$ cat src/rtl/mem_access_stage.sv
// MEM-stage data-memory access engine: EX/MEM load/store -> req/ack memory transaction -> readDataM to MEM/WB.
// Latency: stall of 2 cycles minimum (IDLE + first BUSY cycle), plus 1 per ack wait; readDataM valid in the DONE cycle.
// Backpressure: stallM holds the upstream pipeline while the request is outstanding; MEM_TIMEOUT_EN enables a BUSY watchdog.
module mem_access_stage #(
  parameter int ADDR_W         = 16,
  parameter int DATA_W         = 16,
  parameter int TIMEOUT_CYCLES = 64
) (
  input  logic              clk,
  input  logic              reset,
  input  logic              memRead_in,
  input  logic              memWrite_in,
  input  logic              flush_in,
  input  logic [ADDR_W-1:0] aluRes_in,
  input  logic [DATA_W-1:0] writeData_in,
  output logic              dmem_req,
  output logic              dmem_we,
  output logic [ADDR_W-1:0] dmem_addr,
  output logic [DATA_W-1:0] dmem_wdata,
  input  logic [DATA_W-1:0] dmem_rdata,
  input  logic              dmem_ack,
  output logic [DATA_W-1:0] readDataM,
  output logic              stallM,
  output logic              misalign_err,
  output logic              timeout_err
);

  typedef enum logic [1:0] {S_IDLE, S_BUSY, S_DONE} state_t;

  state_t            r_state;
  state_t            w_next;
  logic              w_acc;
  logic              w_issue;
  logic              w_misalign;
  logic              w_ack_done;
  logic              w_timeout;
  logic              w_stall;
  logic              r_req;
  logic              r_we;
  logic [ADDR_W-1:0] r_addr;
  logic [DATA_W-1:0] r_wdata;
  logic [DATA_W-1:0] r_rdata;
  logic              r_misalign;
  logic              r_timeout;

  // A flushed instruction never reaches memory; odd addresses are rejected without a request.
  assign w_acc      = (memRead_in | memWrite_in) & ~flush_in;
  assign w_issue    = (r_state == S_IDLE) & w_acc & ~aluRes_in[0];
  assign w_misalign = (r_state == S_IDLE) & w_acc &  aluRes_in[0];
  assign w_ack_done = (r_state == S_BUSY) & dmem_ack;

`ifdef MEM_TIMEOUT_EN
  localparam int CNT_W = $clog2(TIMEOUT_CYCLES + 1);
  logic [CNT_W-1:0] r_cnt;

  // Count BUSY cycles; cleared when a request is issued so each access gets a full budget.
  always_ff @(posedge clk or negedge reset) begin
    if (!reset) begin
      r_cnt <= '0;
    end else if (w_issue) begin
      r_cnt <= '0;
    end else if (r_state == S_BUSY) begin
      r_cnt <= r_cnt + 1'b1;
    end
  end

  // Fires on the last allowed BUSY cycle; an ack in that same cycle wins.
  assign w_timeout = (r_state == S_BUSY) & ~dmem_ack & (r_cnt == CNT_W'(TIMEOUT_CYCLES - 1));
`else
  // Without the watchdog BUSY waits for ack indefinitely.
  assign w_timeout = 1'b0;
`endif

  // State register.
  always_ff @(posedge clk or negedge reset) begin
    if (!reset) r_state <= S_IDLE;
    else        r_state <= w_next;
  end

  // Next-state and stall: stall covers the issuing IDLE cycle and all BUSY cycles; DONE releases the pipeline.
  always_comb begin
    w_next  = r_state;
    w_stall = 1'b0;
    case (r_state)
      S_IDLE: begin
        if (w_issue) begin
          w_stall = 1'b1;
          w_next  = S_BUSY;
        end
      end
      S_BUSY: begin
        w_stall = 1'b1;
        if (w_ack_done || w_timeout) w_next = S_DONE;
      end
      S_DONE:  w_next = S_IDLE;
      default: w_next = S_IDLE;
    endcase
  end

  // Memory port, load result and error pulses; request fields stay frozen from issue until completion.
  always_ff @(posedge clk or negedge reset) begin
    if (!reset) begin
      r_req      <= 1'b0;
      r_we       <= 1'b0;
      r_addr     <= '0;
      r_wdata    <= '0;
      r_rdata    <= '0;
      r_misalign <= 1'b0;
      r_timeout  <= 1'b0;
    end else begin
      r_misalign <= w_misalign;
      r_timeout  <= w_timeout;
      if (w_issue) begin
        r_req   <= 1'b1;
        r_we    <= memWrite_in;
        r_addr  <= aluRes_in;
        r_wdata <= writeData_in;
      end else if (w_ack_done || w_timeout) begin
        r_req <= 1'b0;
      end
      if (w_ack_done && !r_we) begin
        r_rdata <= dmem_rdata;
      end else if (w_timeout && !r_we) begin
        r_rdata <= DATA_W'(16'hDEAD);
      end
    end
  end

  assign dmem_req     = r_req;
  assign dmem_we      = r_we;
  assign dmem_addr    = r_addr;
  assign dmem_wdata   = r_wdata;
  assign readDataM    = r_rdata;
  assign stallM       = w_stall;
  assign misalign_err = r_misalign;
  assign timeout_err  = r_timeout;

endmodule

$ cat config.mk
export PLATFORM = sky130hd
export DESIGN_NAME = mem_access_stage
export DESIGN_NICKNAME = d
export VERILOG_FILES = /design/src/rtl/mem_access_stage.sv
export SDC_FILE = /design/constraint.sdc
export NUM_CORES = 1
export LEC_CHECK = 0
export ABC_AREA = 1
export BUFFER_PORTS_ARGS = -buffer_cell sky130_fd_sc_hd__buf_2
export CAP_MARGIN = 30
export CORE_AREA = 3 3 93 77
export DETAILED_ROUTE_END_ITERATION = 8
export DIE_AREA = 0 0 96 80
export GPL_TIMING_DRIVEN = 0
export SKIP_CTS_REPAIR_TIMING = 1
export SYNTH_ARGS = -nofsm -noshare
export SYNTH_HDL_FRONTEND = slang
export SYNTH_SLANG_ARGS = --single-unit
export TNS_END_PERCENT = 30
$ cat constraint.sdc
create_clock -name clk -period 1.2 [get_ports clk]
set_input_delay 0.12 -clock clk [delete_from_list [all_inputs] [get_ports clk]]
set_output_delay 0.12 -clock clk [all_outputs]
set_load 0.05 [all_outputs]
Word level (Yosys, flattened, before mapping)
Cells that the tools add are included.
- $add $sub $neg: 0
- multiply operators: 0
- divide/modulo/power cells: 0
- $lt $le $gt $ge: 0
- equality and inequality tests: 3
- shift-type cells: 0
- muxes and demuxes: 7
- bitwise operators: 8
- reduce and logical (&&, ||, !) cells: 5
- operators with widths (operator ; number):
    $and 1x1->1 ; 5
    $mux 2 ; 2
    $ne 2x2->1 const B ; 2
    $pmux 2 s2 ; 1
    $mux 1 ; 3
    $eq 2x1->1 const B ; 1
    $logic_not 2->1 ; 1
    $not 1->1 ; 2
    $pmux 1 s2 ; 1
    $reduce_and 2->1 ; 1
    $reduce_bool 2->1 ; 1
    $logic_and 1x1->1 ; 1
    $logic_not 1->1 ; 1
    $or 1x1->1 ; 1
- register bits after elaboration: 53
- bits in latches: 0
- RAM bits: 0
- bits in read-only memories: 0
- input bits: 54
- logic and storage cells: 30
- memories: 0

Logic depth before layout (Yosys ltp)
- depth after elaboration: 6
- depth in mapped cells: 7
- gate-level depth less buffers: 6

Worst setup path before layout
No wires, ideal clock.
- path type: register to output
- start: register r_state[1]
- end: output stallM
- data arrival time: 1.257 ns
- required time: 1.080 ns
- slack: -0.177 ns
- cell stages (with the launch flop): 5
- path buffers: 1
- path through: dfrtp_1 nor2_4 nand4_4 buf_2 nand2_1
- word-level cells in the longest chain between the ends: 5
- ends and longest elaborated chain (what ; RTL line ; text):
    start, declared ; 30 ; state_t r_state;
    start signal, assigned ; 77 ; else r_state <= w_next;
    $logic_not 2->1 ; 48, 84 ;
    $and 1x1->1 (2 in series) ; 48 ; assign w_issue = (r_state == S_IDLE) & w_acc & ~aluRes_in[0];
    $mux 1 ; 86 ; if (w_issue) begin
    $pmux 1 s2 * ; 84 ; case (r_state)
    end, declared ; 23 ; output logic stallM,
Every way passes the cells marked *; elsewhere a longest branch is shown, timed or not.

Worst setup path in the final report
- start: register r_state[0]
- end: output stallM
The elaborated chain is that of the path after synthesis.

==> summary.txt <==
Clock network
  • Clk_lat worst skew: 290 ps
  • CTS tree: done
  • Sink Count: 53
  • Clk slew on worst S/H paths: 100 ps
  • Htree depth: 2
  • Root Driver: clkbuf_8
  • Clock buffer depth: 2
  • Cts bufs inserted: 5

Drt
  • Via density: 4.60
  • Routed length on met3: 325 um
  • Final ANT Viol Nets: 0
  • Highest routed metal layer: met4
  • Met1 wire length: 2.65 mm
  • Initial DRC count: 83
  • Vias: 2028
  • WL per Instance: 13.0 um
  • DR WL met2: 2.74 mm
  • Total iterations of the first detailed-routing run: 4
  • Routed wire length: 5.74 mm
  • # DRC: 0

Flow run
  • Maxcap violations: 0

Floorplan
  • Num ports: 107
  • Die Wd: 96 um
  • Die area: 7680 sq um
  • Core Area: 6340 sq um
  • FP Rows: 26
  • Die height: 80 um
  • Initial Util: 34.7%

Global route
  • Vias in the first global route: 1913
  • Initial antenna violation count: 0
  • First-pass GRT wire length: 9.19 mm
  • GR Overflow Total: 0
  • Total GRT Usage: 15.5%
  • Largest net degree at the start of global routing: 33

Finish
  • Area Growth Syn to Fin: 40.0%
  • Final instance area: 3080 sq um
  • # diodes: 0
  • Most common cell after layout, fill and taps aside: buf_2
  • Most frequent cells in the layout: buf_2, nand2_1, dfrtp_1
  • Share of cells above drive strength 1: 40.3%
  • Fin cells: 441
  • Nets: 410
  • Final-layout fill cell count: 653

Timing
  • # setup viols final: 21
  • Final Max Slew Viols: 0
  • Slew headroom: 65.1%
  • Worst clock skew: 4.91 ps
  • Fin. Hold Viols: 0
  • Tmin final: 1440 ps
  • Final WS setup: -244 ps
  • Final period util: 120%
  • Slew of the pin with the lowest slew margin: 523 ps
  • Hold WS: 46.5 ps
  • RSZ-0062 raised after global routing: yes
  • Fmax achieved: 0.693 GHz

Yosys
  • Syn nets: 290
  • Ys Warns: 0
  • Synth Area per Inst: 9.32 sq um
  • Post-Syn Instances: 236
  • Synth Cell Area: 2200 sq um
  • Yosys reg bits: 53
  • Yosys cell types: 22
  • Sequential area share after synthesis: 60.3%

Critical path
  • Worst setup SP type: register
  • Crit path DAT: 1320 ps
  • CP startpoint: r_state[0]
  • Crit path largest cell delay: 420 ps
  • Reg2Reg Depth: 6
  • Critical path fanouts, max: 6
  • CP most frequent cell: buf_8
  • R2r startpoint: r_state[0]
  • CP max stage cell: dfrtp_1
  • RR Endpoint: dmem_wdata[15]
  • Kind of critical path: reg2out
  • Worst R2R Setup Slack: -60 ps
  • Worst path cell trace: nor2_4 -> nand4_4 -> buf_8 -> nand2_4 -> buf_8
  • Setup crit end: stallM
  • Worst EP required: 1080 ps
  • Crit. End Element: primary output

Placement
  • Dpl cells: 426
  • Cell Area, Placed: 2860 sq um
  • Routability Congestion: 0.740
  • Post-DP HPWL: 4.27 mm
  • Port bufs: 105

Pwr
  • PwrDens: 2360 nW/um^2
  • Leak pwr: 1.76 nW
  • Internal: 3.75 mW
  • Clock power share: 17.1%
  • Psw: 3.52 mW
  • Sw Ratio: 48.4%
  • Reg power frac: 35.5%
  • VDD IR max: 893 uV
  • Gate power share: 47.3%

Run status
  • Failing checks: setup timing
  • Outcome: complete, but fails checks

Min path
  • Worst Hold Class: in2reg
## worst min-delay path by stage
stage | startpoint | to | slack [ps] | cells after the start
2_1_floorplan | reset | dmem_addr[0] | -180 | 0
3_3_place_gp | dmem_ack | r_state[0] | 320 | 2
3_5_place_dp | reset | readDataM[1] | 130 | 1
4_1_cts | reset | readDataM[1] | -210 | 1
5_1_grt | dmem_rdata[12] | readDataM[12] | 30 | 3
6_report | dmem_rdata[9] | readDataM[9] | 50 | 3
## state kept, by name (all words and copies together) (netlist names)
signal        flops
r_state           2
dmem_addr        16
dmem_wdata       16
dmem_req          1
misalign_err      1
dmem_we           1
readDataM        16
## power groups by stage
| stage | registers, mW | logic (mW) | clock network (mW) |
|---|---|---|---|
| CTS | 2.59 | 3.40 | 1.30 |
| global placement | 2.61 | 3.37 | 0 |
| detailed placement | 2.62 | 3.40 | 0 |
| floorplan | 4.48 | 0.648 | 0 |
| finish | 2.58 | 3.44 | 1.25 |
| global route | 2.67 | 3.67 | 1.40 |
## critical path, delay by kind of cell (launching register included)
family	cells	cell delay [ps]
buffers and inverters	2	290
DFF	1	420
and+or+nand+nor	3	320
## synth_stat cells, drive strengths merged
cell | n | area share (%)
nand2 | 102 | 18
o21ai | 2 | 0.45
nand3 | 16 | 3.6
clkbuf | 4 | 0.68
inv | 6 | 1.0
dfrtp | 53 | 60
clkinv | 1 | 0.17
conb | 1 | 0.17
and2 | 1 | 0.28
nand4 | 33 | 10
buf | 12 | 3.2
nor2 | 5 | 2.0
## through the flow
step / setup slack (ps) / power, mW / utilization [%] / TNS [ps]
after floorplan: 11.1 / 5.12 / - / 0
after global placement: -352 / 5.97 / 44.8 / -4370
after detailed placement: -343 / 6.02 / 45.1 / -4360
after CTS: -698 / 7.29 / 47.0 / -5500
after global routing: -340 / 7.73 / 48.5 / -3540
final: -244 / 7.27 / 48.5 / -1010
## kinds of logic (layout without fill, tap and decap cells)
kind of cell / count (synthesis) / after routing / synth area share (%)
buf+inv: 23 / 144 / 5.12
flops: 53 / 53 / 60.3
compound gates: 2 / 2 / 0.455
simple gates: 157 / 157 / 33.9
other cells: 1 / 1 / 0.171
## area by class of cell
| class | instances | area (sq um) | area share [%] |
|---|---|---|---|
| tap | 84 | 105 | 3.41 |
| clock buffer | 6 | 82.6 | 2.68 |
| inverter | 7 | 26.3 | 0.854 |
| buffer | 15 | 101 | 3.29 |
| clock inverter | 2 | 37.5 | 1.22 |
| multi-input combinational | 160 | 777 | 25.2 |
| timing repair buffer | 114 | 621 | 20.2 |
| sequential | 53 | 1330 | 43.1 |
## layer usage
layer / GRT usage [%] / vias to the layer above
li1: - / 1013
met5: 0 / -
met4: 3.98 / 0
met3: 4.71 / 2
met2: 24.1 / 58
met1: 21.1 / 955
No activity file was read; power rests on OpenSTA's default activity.
